$ cat src/rtl/prog_sequencer.sv
// Program store plus run-control sequencer feeding instruction words to the
// CPU decode stage. Supports single-step, divided-rate run, full-speed run,
// hardware breakpoint, halt-opcode detection, core branches and a timed
// one-word-per-clock ROM clear.
module prog_sequencer #(
  parameter int unsigned       ADDR_W    = 8,
  parameter int unsigned       DATA_W    = 8,
  parameter int unsigned       RUN_DIV   = 4,
  parameter logic [DATA_W-1:0] HALT_CODE = '1
) (
  input  logic              clk,
  input  logic              rst,
  input  logic              rstROM,
  input  logic              edit,
  input  logic [ADDR_W-1:0] unit,
  input  logic [DATA_W-1:0] code,
  input  logic              send,
  input  logic              NEXT,
  input  logic              RUN,
  input  logic              SPEEDRUN,
  input  logic              jump_en,
  input  logic [ADDR_W-1:0] jump_addr,
  input  logic              bp_en,
  input  logic [ADDR_W-1:0] bp_addr,
  output logic [DATA_W-1:0] instr,
  output logic              instr_valid,
  output logic [ADDR_W-1:0] pc,
  output logic              halted,
  output logic              busy,
  output logic [ADDR_W-1:0] counter_monitor_signal
);

  localparam int unsigned DEPTH = 1 << ADDR_W;
  localparam int unsigned DIV_W = (RUN_DIV > 2) ? $clog2(RUN_DIV) : 1;
  localparam logic [DIV_W-1:0] DIV_LAST = DIV_W'(RUN_DIV - 1);

  typedef enum logic [2:0] {
    S_CLEAR,
    S_IDLE,
    S_RUN,
    S_SPEED,
    S_HALT
  } state_t;

  state_t              state_q, state_d;
  logic [ADDR_W-1:0]   pc_q, pc_d;
  logic [DATA_W-1:0]   instr_q, instr_d;
  logic                valid_q, valid_d;
  logic [ADDR_W-1:0]   clr_q, clr_d;
  logic [DIV_W-1:0]    div_q, div_d;
  logic                bypass_q, bypass_d;
  logic                send_q, next_q, speed_q, run_q;

  logic [DATA_W-1:0]   mem_q [DEPTH];
  logic                mem_we;
  logic [ADDR_W-1:0]   mem_waddr;
  logic [DATA_W-1:0]   mem_wdata;

  logic                send_edge, next_edge, speed_edge, run_rise;
  logic                bp_hit, want_issue;
  logic [DATA_W-1:0]   rd_word;

  assign send_edge  = send & ~send_q;
  assign next_edge  = NEXT & ~next_q;
  assign speed_edge = SPEEDRUN & ~speed_q;
  assign run_rise   = RUN & ~run_q;
  assign bp_hit     = bp_en && (pc_q == bp_addr);
  assign rd_word    = mem_q[pc_q];

  // State, pipeline and edge-detector registers; rst wins over everything.
  always_ff @(posedge clk) begin
    if (!rst) begin
      state_q  <= S_IDLE;
      pc_q     <= '0;
      instr_q  <= '0;
      valid_q  <= 1'b0;
      clr_q    <= '0;
      div_q    <= '0;
      bypass_q <= 1'b0;
      send_q   <= 1'b0;
      next_q   <= 1'b0;
      speed_q  <= 1'b0;
      run_q    <= 1'b0;
    end else begin
      state_q  <= state_d;
      pc_q     <= pc_d;
      instr_q  <= instr_d;
      valid_q  <= valid_d;
      clr_q    <= clr_d;
      div_q    <= div_d;
      bypass_q <= bypass_d;
      send_q   <= send;
      next_q   <= NEXT;
      speed_q  <= SPEEDRUN;
      run_q    <= RUN;
    end
  end

  // Program memory write port; contents survive reset, but a reset cycle
  // suppresses any write so an interrupted clear stays partial.
  always_ff @(posedge clk) begin
    if (rst && mem_we) begin
      mem_q[mem_waddr] <= mem_wdata;
    end
  end

  // Next-state, issue and memory-write decisions.
  always_comb begin
    state_d    = state_q;
    pc_d       = pc_q;
    instr_d    = instr_q;
    valid_d    = 1'b0;
    clr_d      = clr_q;
    div_d      = div_q;
    bypass_d   = bypass_q;
    mem_we     = 1'b0;
    mem_waddr  = unit;
    mem_wdata  = code;
    want_issue = 1'b0;

    if (state_q == S_CLEAR) begin
      mem_we    = 1'b1;
      mem_waddr = clr_q;
      mem_wdata = '0;
      pc_d      = '0;
      if (clr_q == '1) begin
        state_d = S_IDLE;
      end else begin
        clr_d = clr_q + 1'b1;
      end
    end else if (rstROM) begin
      state_d  = S_CLEAR;
      clr_d    = '0;
      pc_d     = '0;
      div_d    = '0;
      bypass_d = 1'b0;
    end else begin
      if ((state_q == S_IDLE || state_q == S_HALT) && edit && send_edge) begin
        mem_we = 1'b1;
      end

      unique case (state_q)
        S_IDLE: begin
          if (!edit) begin
            if (speed_edge) begin
              state_d = S_SPEED;
            end else if (RUN) begin
              state_d = S_RUN;
              div_d   = '0;
            end else if (next_edge) begin
              want_issue = 1'b1;
            end
          end
        end
        S_RUN: begin
          if (!RUN) begin
            state_d = S_IDLE;
            div_d   = '0;
          end else begin
            div_d = (div_q == DIV_LAST) ? '0 : div_q + 1'b1;
            if (div_q == '0) begin
              if (!jump_en && bp_hit) begin
                state_d = S_HALT;
              end else begin
                want_issue = 1'b1;
              end
            end
          end
        end
        S_SPEED: begin
          if (!jump_en && bp_hit && !bypass_q) begin
            state_d = S_HALT;
          end else begin
            want_issue = 1'b1;
          end
        end
        S_HALT: begin
          if (!edit) begin
            if (speed_edge) begin
              state_d  = S_SPEED;
              bypass_d = 1'b1;
            end else if (run_rise) begin
              state_d = S_RUN;
              div_d   = '0;
            end else if (next_edge) begin
              want_issue = 1'b1;
            end
          end
        end
        default: begin
          state_d = S_IDLE;
        end
      endcase

      // A branch replaces the issue of this cycle; mode changes still apply.
      if (jump_en) begin
        pc_d = jump_addr;
      end else if (want_issue) begin
        instr_d  = rd_word;
        valid_d  = 1'b1;
        pc_d     = pc_q + 1'b1;
        bypass_d = 1'b0;
        if (rd_word == HALT_CODE) begin
          state_d = S_HALT;
        end
      end
    end
  end

  assign instr                  = instr_q;
  assign instr_valid            = valid_q;
  assign pc                     = pc_q;
  assign halted                 = (state_q == S_HALT);
  assign busy                   = (state_q == S_CLEAR);
  assign counter_monitor_signal = pc_q;

endmodule

$ cat config.mk
export PLATFORM = sky130hd
export DESIGN_NAME = prog_sequencer
export DESIGN_NICKNAME = d
export VERILOG_FILES = /design/src/rtl/prog_sequencer.sv
export SDC_FILE = /design/constraint.sdc
export NUM_CORES = 2
export LEC_CHECK = 0
export ABC_AREA = 1
export BUFFER_PORTS_ARGS = -buffer_cell sky130_fd_sc_hd__buf_2
export CORE_ASPECT_RATIO = 1.2
export CORE_MARGIN = 4
export CORE_UTILIZATION = 30
export CTS_CLUSTER_DIAMETER = 40
export CTS_CLUSTER_SIZE = 10
export DETAILED_ROUTE_END_ITERATION = 16
export PLACE_DENSITY = 0.52
export SYNTH_ARGS = -nofsm -noshare
export SYNTH_HDL_FRONTEND = slang
export SYNTH_SLANG_ARGS = --single-unit
$ cat constraint.sdc
create_clock -name clk -period 9.48 [get_ports clk]
set_clock_uncertainty 0.05 [all_clocks]
set_input_delay 2.844 -clock clk [delete_from_list [all_inputs] [get_ports clk]]
set_output_delay 2.844 -clock clk [all_outputs]
set_load 0.05 [all_outputs]
; After elaboration in Yosys (flattened, before gate mapping)
; Memory sizes are Yosys's and may differ from the RTL's. A register that Yosys moved wholly into a read port is not among the register bits.
; Cells that the tools add are included.
[op_classes]
addsub = 3
magnitude_cmp = 0
mul = 0
bitwise = 12
n_reduce_logical = 19
div_mod_pow = 0
shift = 0
muxes = 62
eq_ne = 16
[ops]
columns = op, count
row1 = $mux W8, 9
row2 = $mux W3, 16
row3 = $mux W1, 25
row4 = $mux W2, 9
row5 = $add A8 B1 Y8 const B, 2
row6 = $eq A8 B8 Y1 const B, 2
row7 = $ne A3 B3 Y1 const B, 5
row8 = $pmux W3 S4, 1
row9 = $eq A8 B8 Y1, 1
row10 = $not A1 Y1, 8
row11 = $reduce_and A8 Y1, 1
row12 = $eq A3 B2 Y1 const B, 2
row13 = $logic_and A1 B1 Y1, 6
row14 = $pmux W2 S3, 1
row15 = $and A1 B1 Y1, 4
row16 = $pmux W1 S4, 1
row17 = $reduce_and A4 Y1, 1
row18 = $reduce_bool A2 Y1, 2
row19 = $reduce_bool A4 Y1, 1
row20 = $reduce_or A4 Y1, 1
row21 = $eq A3 B1 Y1 const B, 1
row22 = $eq A3 B3 Y1 const B, 1
row23 = $logic_not A3 Y1, 1
row24 = $ne A3 B2 Y1 const B, 1
row25 = 9 further kinds, 10
[totals]
romBits = 0
output_inout_bits = 27
latch_bits = 0
input_bits = 42
n_memories = 1
register_bits = 35
wordCells = 124
ram_bits = 2048
[mem_list]
columns = memory, words, word_bits, read_ports, rd_clocked_by_memory_dff, wr, line_no
row1 = mem_q, 256, 8, 1, 1, 1, 54  ; logic [DATA_W-1:0] mem_q [DEPTH];

; Depth between registers and ports, before layout
[depth]
depth_word = 13
ltp_mapped = 21
ltp_nobuf = 18

; Worst setup path after synthesis
; No wires, ideal clock.
[synth_path]
kind = input to register
start = input port code[0]
end = memory mem_q[0][0] (data pin)
path_buffers = 0
required_time_ns = 8.043
setup_time_ns = 1.387
cell_stages = 2
arrival_time_ns = 8.726
path_slack_ns = -0.683
cell_sequence = inv_1 nor2_1
[synth_between]
elab_chain_len = 1
[synth_lines]
columns = item, line_no
row1 = start: declaration, 16  ; input logic [DATA_W-1:0] code,
row2 = $mux W8, 121  ; if (state_q == S_CLEAR) begin
row3 = net mem_wdata[0], 57  ; logic [DATA_W-1:0] mem_wdata;
row4 = end: declaration, 54
; The timed path passes the listed nets, and every way through them passes these cells.

; Final worst setup path
[layout_path]
start = input port unit[5]
end = memory mem_q[223][6], enable pin
[layout_between]
elab_chain_len = 1
[layout_lines]
columns = item, line_no
row1 = start: declaration, 15  ; input logic [ADDR_W-1:0] unit,
row2 = $mux W8, 121
; No other way between the ends.

==> results.md <==
* Horiz. Die Dim at 495 um
* Core area at 283000 sq um
* Mean instance size in the synthesized netlist at 11.8 sq um
* Setup fix buffers added after clock tree synthesis at 0
* Post-Syn Instances at 7248
* Dominant cell type by area after synthesis: sky130_fd_sc_hd__edfxtp_1
* Clk Latency, worst-skew pair at 0.80 ns
* Number of CTS-inserted buffers at 266
* Die height at 592 um
* Hold path depth at 2
* Synth-to-Final Area Change at 13.0%
* Total vias in the final route at 55900
* RSZ-0062 raised after global routing: no
* Boundary pin count at 69
* Total routed wirelength at 252000 um
* Count of flip-flops with a built-in enable after synthesis at 2048
* Leading post-synthesis cells by cell area: sky130_fd_sc_hd__edfxtp_1, sky130_fd_sc_hd__nand3_1, sky130_fd_sc_hd__nand2_1, sky130_fd_sc_hd__nor2_1, sky130_fd_sc_hd__buf_2
* Power after layout at 20.3 mW
* Max Buffers Root-to-Sink at 4
* Reg-to-reg slack, setup at 4.39 ns
* Portion of netlist area occupied by mux cells at 0%
* Sink Count at 2091
* Yosys reg bits at 2091
* Wire length per cell after detailed routing at 22.8 um
* Area share of the largest cell type after synthesis at 72.2%
* Final RePlAce weighted congestion at 0.877
* Fraction of final layout cells sized beyond drive strength 1 at 6.96%
* Total global routing track utilization at 16.7%
* Number of port buffers at 68
* Measured slew at the worst slew-check pin at 1.18 ns
* Share of synthesized cell area in full adder, half adder and majority cells at 0.0587%
* Sort of element at the end of the critical path: register
* CTS resizes at 0
* Per-cell via count in the routed design at 5.07
* Vias in the first global route at 55900
* Worst EP arrival at 6.16 ns
* Remaining antenna violation count at 0
* Worst flop-to-flop path startpoint: state_q[2]$_SDFFE_PN0P_
* Pwr/cell area at 211 nW/um^2
* Most used flip-flop cell after synthesis: sky130_fd_sc_hd__edfxtp_1
* FFs w/ async S/R, synth at 0%
* Post-synthesis net count at 7294
* Violation count after the first detailed-routing iteration at 5759
* Overall die area at 293000 sq um
* Post-layout net count at 7215
* Cell chosen for the clock root: sky130_fd_sc_hd__clkbuf_16
* Peak Freq at 0.172 GHz
* Outcome: finished, final reports clean
* Number of different library cells in the post-synthesis netlist at 37
* CTS Hold Buffers Added at 0
* Endpoint of the worst hold-timing path: div_q[1]$_SDFFE_PN0P_
* Number of max-cap violations at 0
* Largest net degree at the start of global routing at 265
* Kind of start point of the critical path: primary input
* Total number of H-tree levels at 5
* Minimum clock period after layout at 5.80 ns
* Instance area after placement at 88800 sq um
* Count of TritonRoute iterations in the first routing pass at 9
* Site Rows at 214
* Hold_sp: div_q[1]$_SDFFE_PN0P_
* Simple-gate share of the synthesized area at 22.3%
* Largest fanout of any net on the critical path at 16
* YS warnings at 0
* Effective utilization at floorplan at 30.1%
* Area of the mapped netlist at 85200 sq um
* Main combinational cell family by area after synthesis: simple AND/OR/NAND/NOR gates
* Sequential element share of the synthesized area at 73.2%
* WP data required at 9.84 ns
* Global-route wire length before repair at 366000 um
* Non-Filler Cell Area, Final at 96300 sq um
* TritonCTS clock tree: done
* Final cycle utilization of the critical path at 61.2%
* GRT Residual Overflow at 0
* XOR/XNOR Fraction of Synth Area at 0.134%
* Number of endpoints with negative hold slack in the final report at 0
* Worst supply voltage drop on vdd at 0.146 mV
* Initial antenna violation count at 8
* Clk slew on worst S/H paths at 0.05 ns
* Final count of negative-setup-slack endpoints at 0
* Standby leakage power at 32.7 nW
* Cell depth of the worst flop-to-flop path at 9
* DP HPWL at 142000 um
* Hold WC Path Type: register to register
* Layout fillers at 27900
* RR Endpoint: mem_q[223][6]$_DFFE_PP_
* Category of the critical setup timing path: primary input to register
* Max-slew headroom at the worst pin at 20.7%
* Synthesized-area fraction occupied by ao, oa, aoi and oai cells at 1.10%
* Final count of pins violating max slew at 0
* Drc violations at 0
* Setup_tns at 0 ns
power by group:
part | total (mW) | leakage [nW] | switching [mW] | internal, mW
Sequential | 10.3 | 19.0 | 0.0162 | 10.3
Clock | 8.94 | 3.64 | 3.60 | 5.34
Combinational | 1.08 | 10.1 | 0.887 | 0.189
Total | 20.3 | 32.7 | 4.50 | 15.8
metrics by stage:
step / utilization, % / setup slack [ns] / hold slack (ns) / std cells
5_1_grt: 34.0 / 3.59 / 0.455 / 11000
6_report: 34.0 / 3.68 / 0.434 / 11000
3_3_place_gp: 31.4 / 3.06 / 0.407 / 10700
2_1_floorplan: - / 2.04 / 0.395 / 7248
4_1_cts: 34.0 / 3.77 / 0.431 / 11000
3_5_place_dp: 31.4 / 2.99 / 0.423 / 10700
cell usage after synthesis, drive strengths merged (15+ instances only):
cell type	instances
o22ai	30
clkbuf	138
a31oi	15
edfxtp	2048
nand2	2057
o21ai	92
inv	80
dfxtp	43
nor2	374
nand3	1930
a21oi	29
buf	358
metal layers:
metal	global-route usage, %	share of wire, %
met5	0	0.012
met4	6.50	3.9
met3	2.49	6.7
met2	28.4	49
met1	21.3	41
cell families after synthesis:
group | Yosys count
AND/OR/NAND/NOR | 4391
buffers and inverters | 576
XOR/XNOR | 13
AO/OA/AOI/OAI | 173
flip-flops | 2091
adder cells (fa/ha/maj) | 4
worst max path at each step:
stage                     slack [ns]  cells after the start                       to                    start
final                           3.68                      7  mem_q[223][6]$_DFFE_PP_                  unit[5]
after global routing            3.59                      4                     busy  state_q[1]$_SDFFE_PN0P_
after CTS                       3.77                      4                     busy  state_q[1]$_SDFFE_PN0P_
after detailed placement        2.99                      7   mem_q[28][4]$_DFFE_PP_                  unit[5]
after global placement          3.06                      7  mem_q[219][4]$_DFFE_PP_                  unit[5]
after floorplan                 2.04                      2    mem_q[0][0]$_DFFE_PP_                  code[0]
final cells by class:
type / count / area, sq um / share of cell area (%)
timing repair buffer: 149 / 1190 / 1.23
clock buffer: 308 / 7030 / 7.30
tap: 3780 / 4730 / 4.91
multi-input combinational: 4581 / 20200 / 21.0
clock inverter: 48 / 439 / 0.456
inverter: 80 / 334 / 0.347
sequential: 2091 / 62400 / 64.8
antenna: 2 / 5.00 / 0.00520
flip-flops by register name, summed over array words and instances, names as in the netlist, named ones only:
signal / cells
instr_valid: 1
speed_q: 1
run_q: 1
send_q: 1
mem_q: 2048
counter_monitor_signal: 8
clr_q: 8
bypass_q: 1
state_q: 3
div_q: 2
instr: 8
next_q: 1
cells in the final DEF (no fill, tap or decap), types with 3 or more instances in the layout:
cell,Yosys,final
sky130_fd_sc_hd__edfxtp_1,2048,2048
sky130_fd_sc_hd__nand2_1,2057,2041
sky130_fd_sc_hd__nand3_1,1930,1930
sky130_fd_sc_hd__nor2_1,373,365
sky130_fd_sc_hd__clkbuf_16,0,276
sky130_fd_sc_hd__inv_1,77,75
sky130_fd_sc_hd__o21ai_0,75,75
sky130_fd_sc_hd__buf_2,258,68
sky130_fd_sc_hd__buf_4,60,62
sky130_fd_sc_hd__dfxtp_1,43,37
sky130_fd_sc_hd__clkbuf_1,138,32
sky130_fd_sc_hd__o22ai_1,30,30
sky130_fd_sc_hd__a21oi_1,29,29
sky130_fd_sc_hd__buf_12,0,19
sky130_fd_sc_hd__o21ai_1,17,17
sky130_fd_sc_hd__nand2_2,0,15
sky130_fd_sc_hd__a31oi_1,15,15
sky130_fd_sc_hd__clkinv_1,0,14
sky130_fd_sc_hd__xor2_1,13,13
sky130_fd_sc_hd__nor3_1,10,10
sky130_fd_sc_hd__clkinv_2,0,9
sky130_fd_sc_hd__nor2_4,0,8
sky130_fd_sc_hd__or2_2,7,7
sky130_fd_sc_hd__inv_6,0,7
sky130_fd_sc_hd__dfxtp_4,0,5
sky130_fd_sc_hd__clkinv_4,0,5
sky130_fd_sc_hd__bufinv_16,0,5
sky130_fd_sc_hd__clkinvlp_4,0,5
sky130_fd_sc_hd__ha_1,4,4
sky130_fd_sc_hd__nor4_1,3,3
sky130_fd_sc_hd__o211ai_1,3,3
sky130_fd_sc_hd__clkinv_8,0,3
critical path: stages:
cell,delay [ns]
sky130_fd_sc_hd__buf_2,0.09
sky130_fd_sc_hd__or2_2,0.28
sky130_fd_sc_hd__o21ai_0,0.33
sky130_fd_sc_hd__inv_1,0.15
sky130_fd_sc_hd__nor2_1,0.75
sky130_fd_sc_hd__nand2_1,0.86
sky130_fd_sc_hd__nor2_1,0.81
Note: power is estimated with default switching activity, not from simulation.
